===== config.mk =====
export PLATFORM = sky130hd
export DESIGN_NAME = rob_reg_array
export DESIGN_NICKNAME = d
export VERILOG_FILES = /design/src/rtl/rob_pkg.sv /design/src/rtl/rob_entry.sv /design/src/rtl/rob_reg_array.sv
export SDC_FILE = /design/constraint.sdc
export NUM_CORES = 2
export LEC_CHECK = 0
export BUFFER_PORTS_ARGS = -buffer_cell sky130_fd_sc_hd__buf_2
export CAP_MARGIN = 10
export CORE_ASPECT_RATIO = 1.75
export CORE_MARGIN = 2
export CORE_UTILIZATION = 50
export DETAILED_ROUTE_END_ITERATION = 12
export PLACE_DENSITY_LB_ADDON = 0.2
export SYNTH_ARGS = -nofsm -noshare
export SYNTH_HDL_FRONTEND = slang
export SYNTH_SLANG_ARGS = --single-unit

===== constraint.sdc =====
create_clock -name clk -period 3.59 [get_ports clk]
set_input_delay 1.077 -clock clk [delete_from_list [all_inputs] [get_ports clk]]
set_output_delay 1.077 -clock clk [all_outputs]
set_load 0.02 [all_outputs]

===== src/rtl/rob_pkg.sv =====
// Reorder-buffer shared types and default sizes.
// Imported by rob_entry and rob_reg_array.
package rob_pkg;

   localparam int ROB_PTRWIDTH = 5;
   localparam int ROB_BITWIDTH = 32;
   localparam int ROB_DEPTH    = 2 ** ROB_PTRWIDTH;

   typedef logic [ROB_PTRWIDTH-1:0] rob_idx_t;
   typedef logic [ROB_PTRWIDTH:0]   rob_cnt_t;

endpackage


===== src/rtl/rob_entry.sv =====
// One reorder-buffer slot: data, alloc and occ bits.
// Ports: clk, rst (async low), set_alloc, clr, flush, wr, wr_data -> alloc, occ, data.
module rob_entry
   import rob_pkg::*;
#(
   parameter int p_bitwidth = ROB_BITWIDTH
) (
   input  logic                  clk,
   input  logic                  rst,
   input  logic                  set_alloc,
   input  logic                  clr,
   input  logic                  flush,
   input  logic                  wr,
   input  logic [p_bitwidth-1:0] wr_data,
   output logic                  alloc,
   output logic                  occ,
   output logic [p_bitwidth-1:0] data
);

   logic                  alloc_q, alloc_d;
   logic                  occ_q, occ_d;
   logic [p_bitwidth-1:0] data_q, data_d;

   // clr beats wr: a write racing the commit of this slot is lost.
   // wr checks the registered alloc, so a write racing set_alloc is lost.
   always_comb begin
      alloc_d = alloc_q;
      occ_d   = occ_q;
      data_d  = data_q;
      if (flush || clr) begin
         alloc_d = 1'b0;
         occ_d   = 1'b0;
      end else if (set_alloc) begin
         alloc_d = 1'b1;
         occ_d   = 1'b0;
      end else if (wr && alloc_q) begin
         occ_d  = 1'b1;
         data_d = wr_data;
      end
   end

   always_ff @(posedge clk or negedge rst) begin
      if (!rst) begin
         alloc_q <= 1'b0;
         occ_q   <= 1'b0;
         data_q  <= '0;
      end else begin
         alloc_q <= alloc_d;
         occ_q   <= occ_d;
         data_q  <= data_d;
      end
   end

   assign alloc = alloc_q;
   assign occ   = occ_q;
   assign data  = data_q;

endmodule


===== src/rtl/rob_reg_array.sv =====
// Reorder-buffer storage: in-order alloc at tail, indexed writeback, in-order commit at head.
// Ports: alloc_val/rdy/idx, wr_en/idx/data, cmt_val/rdy/idx/data, flush, count, full, empty.
module rob_reg_array
   import rob_pkg::*;
#(
   parameter int p_ptrwidth = ROB_PTRWIDTH,
   parameter int p_bitwidth = ROB_BITWIDTH
) (
   input  logic                  clk,
   input  logic                  rst,
   input  logic                  alloc_val,
   output logic                  alloc_rdy,
   output logic [p_ptrwidth-1:0] alloc_idx,
   input  logic                  wr_en,
   input  logic [p_ptrwidth-1:0] wr_idx,
   input  logic [p_bitwidth-1:0] wr_data,
   output logic                  cmt_val,
   input  logic                  cmt_rdy,
   output logic [p_ptrwidth-1:0] cmt_idx,
   output logic [p_bitwidth-1:0] cmt_data,
   input  logic                  flush,
   output logic [p_ptrwidth:0]   count,
   output logic                  full,
   output logic                  empty
);

   localparam int                DEPTH     = 2 ** p_ptrwidth;
   localparam logic [p_ptrwidth:0] DEPTH_CNT = DEPTH[p_ptrwidth:0];

   logic [p_ptrwidth-1:0] head_q, head_d;
   logic [p_ptrwidth-1:0] tail_q, tail_d;
   logic [p_ptrwidth:0]   count_q, count_d;

   logic [DEPTH-1:0]      alloc_vec;
   logic [DEPTH-1:0]      occ_vec;
   logic [p_bitwidth-1:0] data_arr [DEPTH];

   logic alloc_fire;
   logic cmt_fire;

   // Status comes from the registered count only; a commit does not
   // free a slot for an alloc in the same cycle.
   assign full      = (count_q == DEPTH_CNT);
   assign empty     = (count_q == '0);
   assign alloc_rdy = !full;
   assign alloc_idx = tail_q;
   assign count     = count_q;

   assign cmt_idx  = head_q;
   assign cmt_data = data_arr[head_q];
   assign cmt_val  = !empty && alloc_vec[head_q] && occ_vec[head_q];

   assign alloc_fire = alloc_val && alloc_rdy && !flush;
   assign cmt_fire   = cmt_val && cmt_rdy && !flush;

   always_comb begin
      head_d  = head_q;
      tail_d  = tail_q;
      count_d = count_q;
      if (flush) begin
         head_d  = '0;
         tail_d  = '0;
         count_d = '0;
      end else begin
         if (alloc_fire) tail_d = tail_q + 1'b1;
         if (cmt_fire)   head_d = head_q + 1'b1;
         if (alloc_fire && !cmt_fire) count_d = count_q + 1'b1;
         else if (cmt_fire && !alloc_fire) count_d = count_q - 1'b1;
      end
   end

   always_ff @(posedge clk or negedge rst) begin
      if (!rst) begin
         head_q  <= '0;
         tail_q  <= '0;
         count_q <= '0;
      end else begin
         head_q  <= head_d;
         tail_q  <= tail_d;
         count_q <= count_d;
      end
   end

   for (genvar i = 0; i < DEPTH; i++) begin : g_entry
      localparam logic [p_ptrwidth-1:0] IDX = p_ptrwidth'(i);
      rob_entry #(
         .p_bitwidth(p_bitwidth)
      ) u_entry (
         .clk      (clk),
         .rst      (rst),
         .set_alloc(alloc_fire && (tail_q == IDX)),
         .clr      (cmt_fire && (head_q == IDX)),
         .flush    (flush),
         .wr       (wr_en && (wr_idx == IDX)),
         .wr_data  (wr_data),
         .alloc    (alloc_vec[i]),
         .occ      (occ_vec[i]),
         .data     (data_arr[i])
      );
   end

endmodule


Word level (Yosys, flattened, before mapping):

Index checks and enable logic that the tools add are counted.

* $add $sub $neg: 4
* bitwise logic cells: 65
* reductions and logical operators: 276
* multiplexer cells: 174
* order comparisons: 2
* equal/unequal tests: 94

Operators with widths (number)
* $eq 5x5->1 const B: 48
* $mux 1: 162
* $bmux 32 s5: 1
* $logic_and 1x1->1: 136
* $eq 5x4->1 const B: 24
* $reduce_bool 3->1: 33
* $reduce_and 3->1: 32
* $reduce_bool 2->1: 34
* $mux 32: 2
* $not 1->1: 64
* $eq 5x3->1 const B: 12
* $logic_or 1x1->1: 32
* $eq 5x2->1 const B: 6
* $mux 5: 4
* $mux 6: 3
* $eq 5x1->1 const B: 3
* $logic_not 5->1: 3
* $add 5x1->5 const B: 2
* $bmux 1 s5: 2
* $add 6x1->6 const B: 1
* $eq 6x6->1 const B: 1
* $ge 6x6->1 const B: 1
* $logic_not 6->1: 1
* $lt 5x6->1 const B: 1
* other kinds (3): 7

* word-level logic and storage cells: 714
* bits in registers: 1104

Depth between registers and ports, before layout:

* word-level depth: 10
* mapped depth: 16
* gate-level depth less buffers: 14

Modules after synthesis:

Synthesis repeated with hierarchy kept, for this count alone.

* cell total of the unflattened synthesis: 3213
* area, all modules: 55762.2 um^2

By module, submodules not included
* rob_entry: sequential area each 850.8 um^2, times used 32, area each 1425.1 um^2, cells an instance 75
* rob_reg_array: sequential area each 400.4 um^2, times used 1, area each 10158.5 um^2, cells an instance 813

Least setup slack after synthesis:

Ideal clock, no wire load.

* kind: reg2out
* from: register head_q[0], in the netlist cmt_idx[0]
* to: output port cmt_data[10]
* data required time: 2513 ps
* setup slack: -376 ps
* cell stages (with the launch flop): 9
* buffers on the path: 4
* arrival time: 2889 ps
* cells stage by stage: dfrtp_1 > buf_6 > buf_6 > buf_2 > buf_1 > mux4_2 > mux4_2 > nand2_1 > nand2_1

* cells in the longest elaborated chain, start to end: 4

RTL lines
* from (decl): line rob_reg_array.sv:30 `logic [p_ptrwidth-1:0] head_q, head_d;`
* from (signal assigned): line rob_reg_array.sv:74 `head_q <= '0;`
* from (signal assigned): line rob_reg_array.sv:78 `head_q <= head_d;`
* $not 5->6 (not written as such): line rob_reg_array.sv:50 `assign cmt_data = data_arr[head_q];`
* $bmux 32 s5: line rob_reg_array.sv:50
* $mux 32 (not written as such) (2 in series): line rob_reg_array.sv:50
* to (decl): line rob_reg_array.sv:20 `output logic [p_bitwidth-1:0] cmt_data,`

Every way passes these cells. The select of a mux whose other input is x is not followed.

Final worst setup path:

* from: register head_q[0], in the netlist cmt_idx[0]
* to: output port cmt_val

* cells in the longest elaborated chain, start to end: 4

RTL lines
* $bmux 1 s5: line rob_reg_array.sv:51 `assign cmt_val = !empty && alloc_vec[head_q] && occ_vec[head_q];`
* $mux 1 (not written as such): line rob_reg_array.sv:51
* $logic_and 1x1->1: line rob_reg_array.sv:51
* $logic_and 1x1->1 *: line rob_reg_array.sv:51
* to (decl): line rob_reg_array.sv:17 `output logic cmt_val,`

Mark *: on every way between the ends. The rest lies on a longest branch, timed or not. The select of a mux whose other input is x is not followed.

==> run_results.csv <==
group,metric,value,unit
status,status,"complete, but fails checks",
status,failing_checks,"setup timing",
critical_path,endpoint_kind,"primary output",
clock_network,h-tree-depth,3,
synthesis,yosys_register_bits,1104,
synthesis,post_synth_inst_count,3312,
floorplan,placementRows,157,
drt,vias,31050,
clock_network,clock_sinks,1104,
global_route,grt_max_degree,126,
synthesis,synth_edf_count,0,
clock_network,cts_root_buf,"clkbuf_16",
drt,detail_route.wl_per_cell,32.35,µm
finish,layout_commonest_cell,"dfrtp_1",
drt,met2_length,82540,µm
power,pwr_density_cell,408.8,nW/µm²
clock_network,cts_tree,"yes",
sta,finalHoldViolCount,0,
synthesis,synthFlopType,"dfrtp_1",
synthesis,fraction_of_post_synthesis_cell_area_in_the_top_cell_type_by_area,0.5231,
critical_path,criticalPathCategory,"register to primary output",
synthesis,synthesis.area,52810,µm²
finish,core_utilization_of_the_finished_layout,0.5935,
placed_design,detailedPlace.worstSlack,-111.1,ps
finish,layout_common_cells,"dfrtp_1 (1099), mux2_2 (532), mux2_4 (470)",
floorplan,fp.dieArea,108300,µm²
global_route,grt_usage,0.2883,
clock_network,cts_buffers,102,
power,peakVddDrop,417.0,µV
critical_path,reg2reg_slack,-250,ps
finish,final_nets,3534,
power,power_frac_seq,0.496,
placed_design,gp_congestion,0.9360,
placed_design,placement.io_buffers,94,
floorplan,die_w,249.7,µm
sta,finalWorstPathRequiredPeriod,4177,ps
synthesis,ys_top_cells_by_area,"dfrtp_1 (52%), mux2_2 (14%), mux4_2 (14%)",
floorplan,initial_core_util,0.5044,
synthesis,synth-seq-area-share,0.5231,
sta,worstMarginPinSlew,758.4,ps
sta,min_period_over_period,1.163,
sta,setup_tns,-86040,ps
sta,slew_viol_final,0,
clock_network,ctsLongestPathBuffers,3,
global_route,grt_first_pass_wirelength,228800,µm
sta,setup_skew_after_layout,48.61,ps
power,total_leakage_power,30.00,nW
global_route,grt.overflow.total,0,
sta,setup_violations,727,
synthesis,synth_area_leader_cell,"dfrtp_1",
critical_path,worstSetupStartpointType,"register",
drt,ant_nets,0,
global_route,grt_antenna_before_repair,7,
clock_network,cts.reportedPaths.clkPinSlew,70,ps
drt,detailed_router_iteration_count_before_antenna_repair,6,
synthesis,yosysUniqueCellTypes,60,
sta,timing.max_slew.rel_slack,0.4944,
power,pwr-share-clk,0.453,
critical_path,cp_max_fo,7,
synthesis,syn-mean-instance-area,15.94,µm²
power,switching_share,0.2366,
power,power.net_switching,6.011,mW
drt,routed.top_layer,"met4",
synthesis,ys_warn_count,0,
floorplan,die_h,433.9,µm
power,pwr-share-comb,0.051,
global_route,first_global_vias,34050,
min_path,hp-class,"input port to asynchronous set/reset pin",
drt,vias_per_cell,6.319,
synthesis,ys_async_sr_fraction,1.000,
drt,route.final.wire_length,158900,µm
floorplan,design.core.area,104700,µm²
critical_path,cp_data_required_time,2510,ps
critical_path,worst-endpoint-arrival,3100,ps
synthesis,synth_nets,3372,
clock_network,cts.hold.buffers_added,0,
power,internal_power,19.39,mW
drt,routedLengthMet1,60460,µm
clock_network,insertion_delay,730,ps
sta,rsz0062_at_grt,"yes",
drt,met3RoutedLength,6782,µm
drt,drc,0,
drt,drt-initial-drc-count,2283,
finish,share_of_final_layout_standard_cells_stronger_than_drive_strength_1,0.5614,
sta,setup_slack,-586.5,ps
placed_design,dp.final_hpwl,93510,µm
sta,fmax,239.4,MHz
run,max-cap-violations,0,
finish,areaGrowthSynthToFinish,17.66,%
floorplan,pin_count,95,
==> final timing paths <==
| kind | start | endpoint | cells past startpoint |
|---|---|---|---|
| setup reg to reg | cmt_idx[0] | count[5] | 17 |
| hold reg to reg | g_entry[0].u_entry.data[7] | g_entry[0].u_entry.data[7] | 1 |
| max in group asynchronous | rst | cmt_idx[1] | 2 |
| hold / removal | rst | g_entry[4].u_entry.data[0] | 1 |
| min in group clk | g_entry[0].u_entry.data[7] | g_entry[0].u_entry.data[7] | 1 |
| setup / recovery | cmt_idx[0] | cmt_val | 9 |
==> power groups by stage <==
stage                     sequential, mW  clock (mW)  combinational [mW]
after floorplan                     12.8           0               0.543
after CTS                           12.6        11.7                1.26
after global routing                12.6        12.2                1.41
after global placement              12.8           0                1.18
final                               12.6        11.5                1.30
after detailed placement            12.8           0                1.22
==> routing by layer <==
metal	global-route usage	vias up
li1	-	12620
met1	0.3473	17070
met2	0.5129	973
met3	0.03400	383
met4	0.1431	0
met5	0	-
==> per-stage QoR <==
step | cell area, µm² | power [mW] | std cells | hold slack [ps]
finish | 62140 | 25.40 | 4913 | 254.7
global route | 62140 | 26.21 | 4913 | 254.4
CTS | 60540 | 25.58 | 4861 | 220.7
global placement | 55900 | 13.99 | 4631 | 463.0
floorplan | 52920 | 13.37 | 3312 | 452.6
detailed placement | 55900 | 14.03 | 4631 | 473.4
==> area by class of cell <==
type | instances | area, µm²
clock buffers | 135 | 2826
multi-input cells | 1871 | 24360
diodes | 3 | 7.507
fillers | 7860 | 42570
repair buffers | 378 | 4845
well taps | 1351 | 1690
flip-flops and latches | 1104 | 27640
inverters | 17 | 63.81
clock inverters | 54 | 704.4
==> flip-flops by register name, summed over array words and instances, names as in the netlist <==
register               count
cmt_idx                    5
g_entry.u_entry.data    1024
g_entry.u_entry.occ       32
g_entry.u_entry.alloc     32
alloc_idx                  5
count                      6
==> cells by family (layout without fill, tap and decap cells) <==
group           count (synthesis)  in the layout  synth area share
compound gates                162            162           0.02493
mux                          1375           1375            0.3864
other cells                     0              3                 0
fa+ha+maj                      17             17          0.004170
xor+xnor                        9              9          0.001493
simple gates                  308            308           0.02684
buf+inv                       337            584           0.03305
flops                        1104           1104            0.5231
==> Yosys cell counts, drive strengths merged, types with 11 or more instances <==
cell,instances
dfrtp,1104
mux2,1027
mux4,329
buf,181
clkbuf,139
nand2,133
nor2,54
nand3,33
a211oi,26
a21oi,26
and2,19
mux2i,19
o21ai,18
a31oi,17
inv,17
ha,16
nor3,15
a21boi,14
and3,14
nor2b,11
==> repair_timing <==
action,CTS,global route
pin swaps,12,24
gates resized for setup,134,245
gates cloned,12,25
endpoints found under the setup margin,34,111
buffers inserted,30,33
==> worst max-delay path, stage by stage, from the launching register on <==
cell and delay [ps]:
dfrtp_4 530, buf_12 170, buf_4 150, buf_6 110
mux4_2 420, a22oi_2 320, a22oi_2 150, buf_4 160
o21a_4 240, buf_6 130
No activity file was read; power rests on OpenSTA's default activity.
